<file path="src/rtl/moldudp64_pkg.sv">
// Shared definitions for the MoldUDP64 encoder: FSM encoding, header layout
// and the message counts that mark heartbeat / end-of-session packets.
package moldudp64_pkg;

  typedef enum logic [2:0] {
    IDLE  = 3'd0,
    HDR0  = 3'd1,
    HDR1  = 3'd2,
    HDR2  = 3'd3,
    BODY  = 3'd4,
    FLUSH = 3'd5
  } state_e;

  localparam int unsigned HDR_BYTES   = 20;
  localparam int unsigned SESSION_OFS = 0;
  localparam int unsigned SEQ_OFS     = 10;
  localparam int unsigned COUNT_OFS   = 18;

  localparam logic [15:0] HEARTBEAT      = 16'h0000;
  localparam logic [15:0] END_OF_SESSION = 16'hFFFF;

  // Keeps the low nbytes byte lanes of a 32-bit word (nbytes >= 4 keeps all).
  function automatic logic [31:0] lane_mask32(input logic [3:0] nbytes);
    logic [31:0] m;
    m = 32'h0000_0000;
    for (int i = 0; i < 4; i++) begin
      if (nbytes > 4'(i)) begin
        m[8*i +: 8] = 8'hFF;
      end else begin
        m[8*i +: 8] = 8'h00;
      end
    end
    return m;
  endfunction

endpackage

</file>
<file path="src/rtl/moldudp64_encoder.sv">
// MoldUDP64 packet encoder: prepends the 20-byte header to a payload stream,
// realigning the payload by 4 bytes through a 32-bit residual register.
module moldudp64_encoder
  import moldudp64_pkg::*;
(
  input  logic        clk,
  input  logic        rst,
  input  logic        i_start_valid,
  output logic        o_start_ready,
  input  logic [79:0] i_session_id,
  input  logic [63:0] i_sequence_number,
  input  logic [15:0] i_message_count,
  input  logic [63:0] i_in_data,
  input  logic        i_in_valid,
  output logic        o_in_ready,
  input  logic        i_in_last,
  input  logic [3:0]  i_in_bytes,
  output logic [63:0] o_out_data,
  output logic        o_out_valid,
  input  logic        i_out_ready,
  output logic        o_out_last,
  output logic [3:0]  o_out_bytes
);

  localparam logic [2:0] S_IDLE  = IDLE;
  localparam logic [2:0] S_HDR0  = HDR0;
  localparam logic [2:0] S_HDR1  = HDR1;
  localparam logic [2:0] S_HDR2  = HDR2;
  localparam logic [2:0] S_BODY  = BODY;
  localparam logic [2:0] S_FLUSH = FLUSH;

  logic [2:0]  r_state;
  logic [79:0] r_session;
  logic [63:0] r_seq;
  logic [15:0] r_count;
  logic [31:0] r_resid;
  logic [3:0]  r_flush_bytes;
  logic [63:0] r_out_data;
  logic        r_out_valid;
  logic        r_out_last;
  logic [3:0]  r_out_bytes;

  logic [8*HDR_BYTES-1:0] w_hdr;
  logic        w_load;
  logic        w_special;
  logic        w_in_fire;
  logic        w_short_last;
  logic [31:0] w_resid_src;
  logic [31:0] w_lo;
  logic [63:0] w_pay_beat;
  logic        w_latch;
  logic        w_emit;
  logic [63:0] w_nxt_data;
  logic [3:0]  w_nxt_bytes;
  logic        w_nxt_last;
  logic [2:0]  w_nxt_state;

  assign w_load    = ~r_out_valid | i_out_ready;
  assign w_special = (r_count == HEARTBEAT) | (r_count == END_OF_SESSION);

  assign o_start_ready = ~rst & (r_state == S_IDLE);
  assign o_in_ready    = ~rst & w_load &
                         (((r_state == S_HDR2) & ~w_special) | (r_state == S_BODY));
  assign w_in_fire     = o_in_ready & i_in_valid;

  assign o_out_valid = r_out_valid & ~rst;
  assign o_out_last  = r_out_last & ~rst;
  assign o_out_data  = r_out_data;
  assign o_out_bytes = r_out_bytes;

  // Header image, byte 0 in the least significant lane.
  always_comb begin
    w_hdr = '0;
    w_hdr[8*SESSION_OFS +: 80] = r_session;
    w_hdr[8*SEQ_OFS     +: 64] = r_seq;
    w_hdr[8*COUNT_OFS   +: 16] = r_count;
  end

  // Payload beat: low half of the new word on top of the carried residual.
  always_comb begin
    w_resid_src  = (r_state == S_HDR2) ? w_hdr[8*(HDR_BYTES-4) +: 32] : r_resid;
    w_short_last = i_in_last & (i_in_bytes <= 4'd4);
    w_lo         = w_short_last ? (i_in_data[31:0] & lane_mask32(i_in_bytes))
                                : i_in_data[31:0];
    w_pay_beat   = {w_lo, w_resid_src};
  end

  // Next-state and next-beat selection.
  always_comb begin
    w_latch     = 1'b0;
    w_emit      = 1'b0;
    w_nxt_data  = 64'h0;
    w_nxt_bytes = 4'd8;
    w_nxt_last  = 1'b0;
    w_nxt_state = r_state;
    case (r_state)
      S_IDLE: begin
        if (i_start_valid) begin
          w_latch = 1'b1;
          if (w_load) begin
            w_emit      = 1'b1;
            w_nxt_data  = i_session_id[63:0];
            w_nxt_state = S_HDR1;
          end else begin
            w_nxt_state = S_HDR0;
          end
        end else begin
          w_nxt_state = S_IDLE;
        end
      end
      S_HDR0: begin
        if (w_load) begin
          w_emit      = 1'b1;
          w_nxt_data  = w_hdr[63:0];
          w_nxt_state = S_HDR1;
        end else begin
          w_nxt_state = S_HDR0;
        end
      end
      S_HDR1: begin
        if (w_load) begin
          w_emit      = 1'b1;
          w_nxt_data  = w_hdr[127:64];
          w_nxt_state = S_HDR2;
        end else begin
          w_nxt_state = S_HDR1;
        end
      end
      S_HDR2, S_BODY: begin
        if ((r_state == S_HDR2) && w_special) begin
          if (w_load) begin
            w_emit      = 1'b1;
            w_nxt_data  = {32'h0, w_hdr[8*(HDR_BYTES-4) +: 32]};
            w_nxt_bytes = 4'd4;
            w_nxt_last  = 1'b1;
            w_nxt_state = S_IDLE;
          end else begin
            w_nxt_state = r_state;
          end
        end else if (w_in_fire) begin
          w_emit     = 1'b1;
          w_nxt_data = w_pay_beat;
          if (!i_in_last) begin
            w_nxt_state = S_BODY;
          end else if (w_short_last) begin
            w_nxt_bytes = 4'd4 + i_in_bytes;
            w_nxt_last  = 1'b1;
            w_nxt_state = S_IDLE;
          end else begin
            w_nxt_state = S_FLUSH;
          end
        end else begin
          w_nxt_state = r_state;
        end
      end
      S_FLUSH: begin
        if (w_load) begin
          w_emit      = 1'b1;
          w_nxt_data  = {32'h0, r_resid};
          w_nxt_bytes = r_flush_bytes;
          w_nxt_last  = 1'b1;
          w_nxt_state = S_IDLE;
        end else begin
          w_nxt_state = S_FLUSH;
        end
      end
      default: begin
        w_nxt_state = S_IDLE;
      end
    endcase
  end

  // State, latched fields, residual and output register.
  always_ff @(posedge clk) begin
    if (rst) begin
      r_state       <= S_IDLE;
      r_session     <= 80'h0;
      r_seq         <= 64'h0;
      r_count       <= 16'h0;
      r_resid       <= 32'h0;
      r_flush_bytes <= 4'd0;
      r_out_data    <= 64'h0;
      r_out_valid   <= 1'b0;
      r_out_last    <= 1'b0;
      r_out_bytes   <= 4'd0;
    end else begin
      r_state <= w_nxt_state;
      if (w_latch) begin
        r_session <= i_session_id;
        r_seq     <= i_sequence_number;
        r_count   <= i_message_count;
      end
      // A long last beat leaves in_bytes-4 bytes behind for the flush beat.
      if (w_in_fire) begin
        r_resid       <= i_in_last ? (i_in_data[63:32] & lane_mask32(i_in_bytes - 4'd4))
                                   : i_in_data[63:32];
        r_flush_bytes <= i_in_bytes - 4'd4;
      end
      if (w_emit) begin
        r_out_data  <= w_nxt_data;
        r_out_bytes <= w_nxt_bytes;
        r_out_last  <= w_nxt_last;
        r_out_valid <= 1'b1;
      end else if (w_load) begin
        r_out_valid <= 1'b0;
      end
    end
  end

endmodule

</file>
<file path="config.mk">
export PLATFORM = sky130hd
export DESIGN_NAME = moldudp64_encoder
export DESIGN_NICKNAME = d
export VERILOG_FILES = /design/src/rtl/moldudp64_pkg.sv /design/src/rtl/moldudp64_encoder.sv
export SDC_FILE = /design/constraint.sdc
export NUM_CORES = 1
export LEC_CHECK = 0
export ABC_AREA = 1
export BUFFER_PORTS_ARGS = -buffer_cell sky130_fd_sc_hd__buf_2
export CAP_MARGIN = 20
export CORE_MARGIN = 3
export CORE_UTILIZATION = 35
export CTS_CLUSTER_SIZE = 14
export DETAILED_ROUTE_END_ITERATION = 6
export PLACE_DENSITY = 0.56
export SYNTH_ARGS = -nofsm -noshare
export SYNTH_HDL_FRONTEND = slang
export SYNTH_SLANG_ARGS = --single-unit
export TNS_END_PERCENT = 30
</file>
<file path="constraint.sdc">
create_clock -name clk -period 3.5 [get_ports clk]
set_input_delay 0.525 -clock clk [delete_from_list [all_inputs] [get_ports clk]]
set_output_delay 0.525 -clock clk [all_outputs]
set_load 0.01 [all_outputs]
</file>
==> reports/metrics.cfg <==
[status]
status = complete, no violations

[critical_path]
crit_end = o_in_ready
reg2regPathDepth = 11
crit_path_max_fanout = 35
rr_startpoint = r_out_valid
arrival_ns = 2.52
r2r_end = o_out_data[57]
startpoint = r_out_valid
r2r_slack_ns = 0.79
crit_type = reg2out
worstSetupEndpointType = output port
crit_required_ns = 2.97
cp-start-kind = flop

[grt]
busiest_layer = met2
grt_antenna_before_repair = 8
overflow = 0
met3_usage = 0.0298
use_met1 = 0.328
gr-usage-met2 = 0.385
grt_usage = 0.237
grt_max_degree = 189
grt_pass1_vias = 13000
grt_pass1_wl_mm = 74.2

[clocking]
cts_tree = built
post-cts-setup-buffers = 0
clockRootBuffer = clkbuf_16
htree_levels = 1
cts_buffers = 31
cts.path.max_buffers = 3
cts_sinks = 269
hold_buffers = 0
ctsResizeCount = 0
path_clk_slew_ns = 0.06
clock_latency_ns = 0.57

[logic_synthesis]
netlist_top_cells_count = 378 x nand2_1, 273 x nor2_1, 269 x dfxtp_1
synth_top_area_share = 0.412
synth_seq_area_share = 0.412
yosys.area.top_type = dfxtp_1
yosys_register_bits = 269
yosys_most_used_dff = dfxtp_1
synth_xor_area_frac = 0
synth_area_leaders = dfxtp_1 41%, nand2_1 11%, a21oi_1 8.2%
synthMuxAreaShare = 0
synth_fa_ha_area_frac = 0.00287
synth_cells = 2006
syn_nets = 2243
synthArstFlopShare = 0
synth_warnings = 0
synth_edf_count = 0
synth_compound_gate_area_share = 0.190
synth-simple-area-share = 0.276
syn_area_um2 = 13100
yosysMostFrequentCell = nand2_1
yosys.cell_types.count = 29
synth_top_family_by_area = simple AND/OR/NAND/NOR gates
synth.avg_cell_area_um2 = 6.52

[routing]
vias = 13900
drc = 0
dr.pass1.iters = 6
ant_nets = 0
first_iter_violations = 972
wl_per_cell_um = 18.1
via_per_inst = 5.11
wirelength_mm = 49.4

[power]
p_per_area_nw_per_um2 = 788
peakVddDrop_v = 0.000478
p_leak_nw = 7.17
power.total_w = 0.0127

[placement]
dp_cells = 2661
dpl.hpwl_mm = 32.1
io_buffers = 305
gp_congestion = 0.835
dp_slack_ns = 0.551

[floorplan]
die_y_um = 199
initial_core_util = 0.356
die_w_um = 199
row_count = 70
fp.dieArea_um2 = 39700
coreArea_um2 = 36700
ios = 306

[run]
drv_cap = 0

[timing]
setup_ws_ns = 0.453
grt_setup_unrepaired = false
slew_violations = 0
worst_slew_pin_slew_ns = 1.03
period_share = 0.871
slew-limit-headroom = 0.312
min_period_ns = 3.05
hold_violations = 0
max_freq_ghz = 0.328
worst_clock_skew_ns = 0.0127
finalSetupTns_ns = 0
hold_slack_ns = 0.211
finalSetupViolCount = 0

[finish]
nNetsFinal = 2463
syn_to_final_growth_pct = 22.9
regArea_um2 = 5390
multi_input_area_um2 = 6180
fillers = 3894
instances_no_fill = 2724
drive_gt1_frac = 0.185

[min_path]
hp-class = in2reg

sequential cells by signal, summed over array words and instances, names as in the netlist:
| register | flops |
|---|---|
| r_out_valid | 1 |
| o_out_data | 64 |
| r_out_last | 1 |
| r_seq | 64 |
| r_resid | 32 |
| o_out_bytes | 4 |
| r_flush_bytes | 4 |
| r_count | 16 |
| r_state | 3 |
| r_session | 80 |
worst max-delay path, cell delays in order (launching register included):
cell and delay (ns):
dfxtp_1 0.31, inv_2 0.11, nor2_4 0.05, inv_2 0.14, nand2_1 0.21, nor2_4 0.19
buf_4 0.45, a21boi_2 0.29, buf_2 0.18
cell type report:
cell class / instances / share of cell area
Antenna cell: 6 / 0.000934
Clock buffer: 41 / 0.0556
Multi-Input combinational cell: 1338 / 0.385
Tap cell: 468 / 0.0364
Inverter: 253 / 0.0594
Timing Repair Buffer: 333 / 0.111
Clock inverter: 16 / 0.0164
Sequential cell: 269 / 0.335
worst min-delay path by stage:
stage	depth (start not counted)	slack (ns)	from	to
after detailed placement	2	0.44	r_seq[31]	r_seq[31]
after global routing	3	0.21	i_sequence_number[5]	r_seq[5]
after CTS	3	0.19	i_sequence_number[5]	r_seq[5]
after global placement	2	0.44	r_seq[21]	r_seq[21]
after floorplan	2	0.42	r_seq[12]	r_seq[12]
final	3	0.21	i_sequence_number[5]	r_seq[5]
report_power, final:
part	switching [W]	total [W]	internal [W]
Sequential	0.000423	0.00434	0.00391
Combinational	0.00314	0.00465	0.00151
Clock	0.00138	0.00368	0.00230
cell families after synthesis:
| logic type | count (synthesis) |
|---|---|
| adders and majority gates | 3 |
| AOI/OAI and AO/OA | 470 |
| DFF | 269 |
| and+or+nand+nor | 865 |
| buffers and inverters | 399 |
cell usage in the layout (no fill, tap or decap), types with 14 or more instances in the layout:
cell type  Yosys  routed
nand2_1      378     377
buf_2         24     304
nor2_1       273     273
dfxtp_1      269     269
inv_1        239     238
a21oi_1      215     214
o21ai_0      148     148
nand3_1      130     127
nand4_1       53      53
o21ai_1       47      47
clkbuf_16      0      31
a211oi_1      30      30
buf_4          4      25
nor3_1        20      20
o22ai_1       18      18
inv_2         14      14
per-layer routing:
layer,vias up,part of all wire
met5,-,0.00055
met4,4,0.028
met3,76,0.059
met2,442,0.47
met1,6464,0.45
li1,6928,-
metrics by stage:
stage / utilization / instance area [um2]
after floorplan: - / 13100
after global placement: 0.406 / 14900
after detailed placement: 0.406 / 14900
after CTS: 0.438 / 16100
after global routing: 0.438 / 16100
final: 0.438 / 16100
Power figures use the tool's default switching activity.
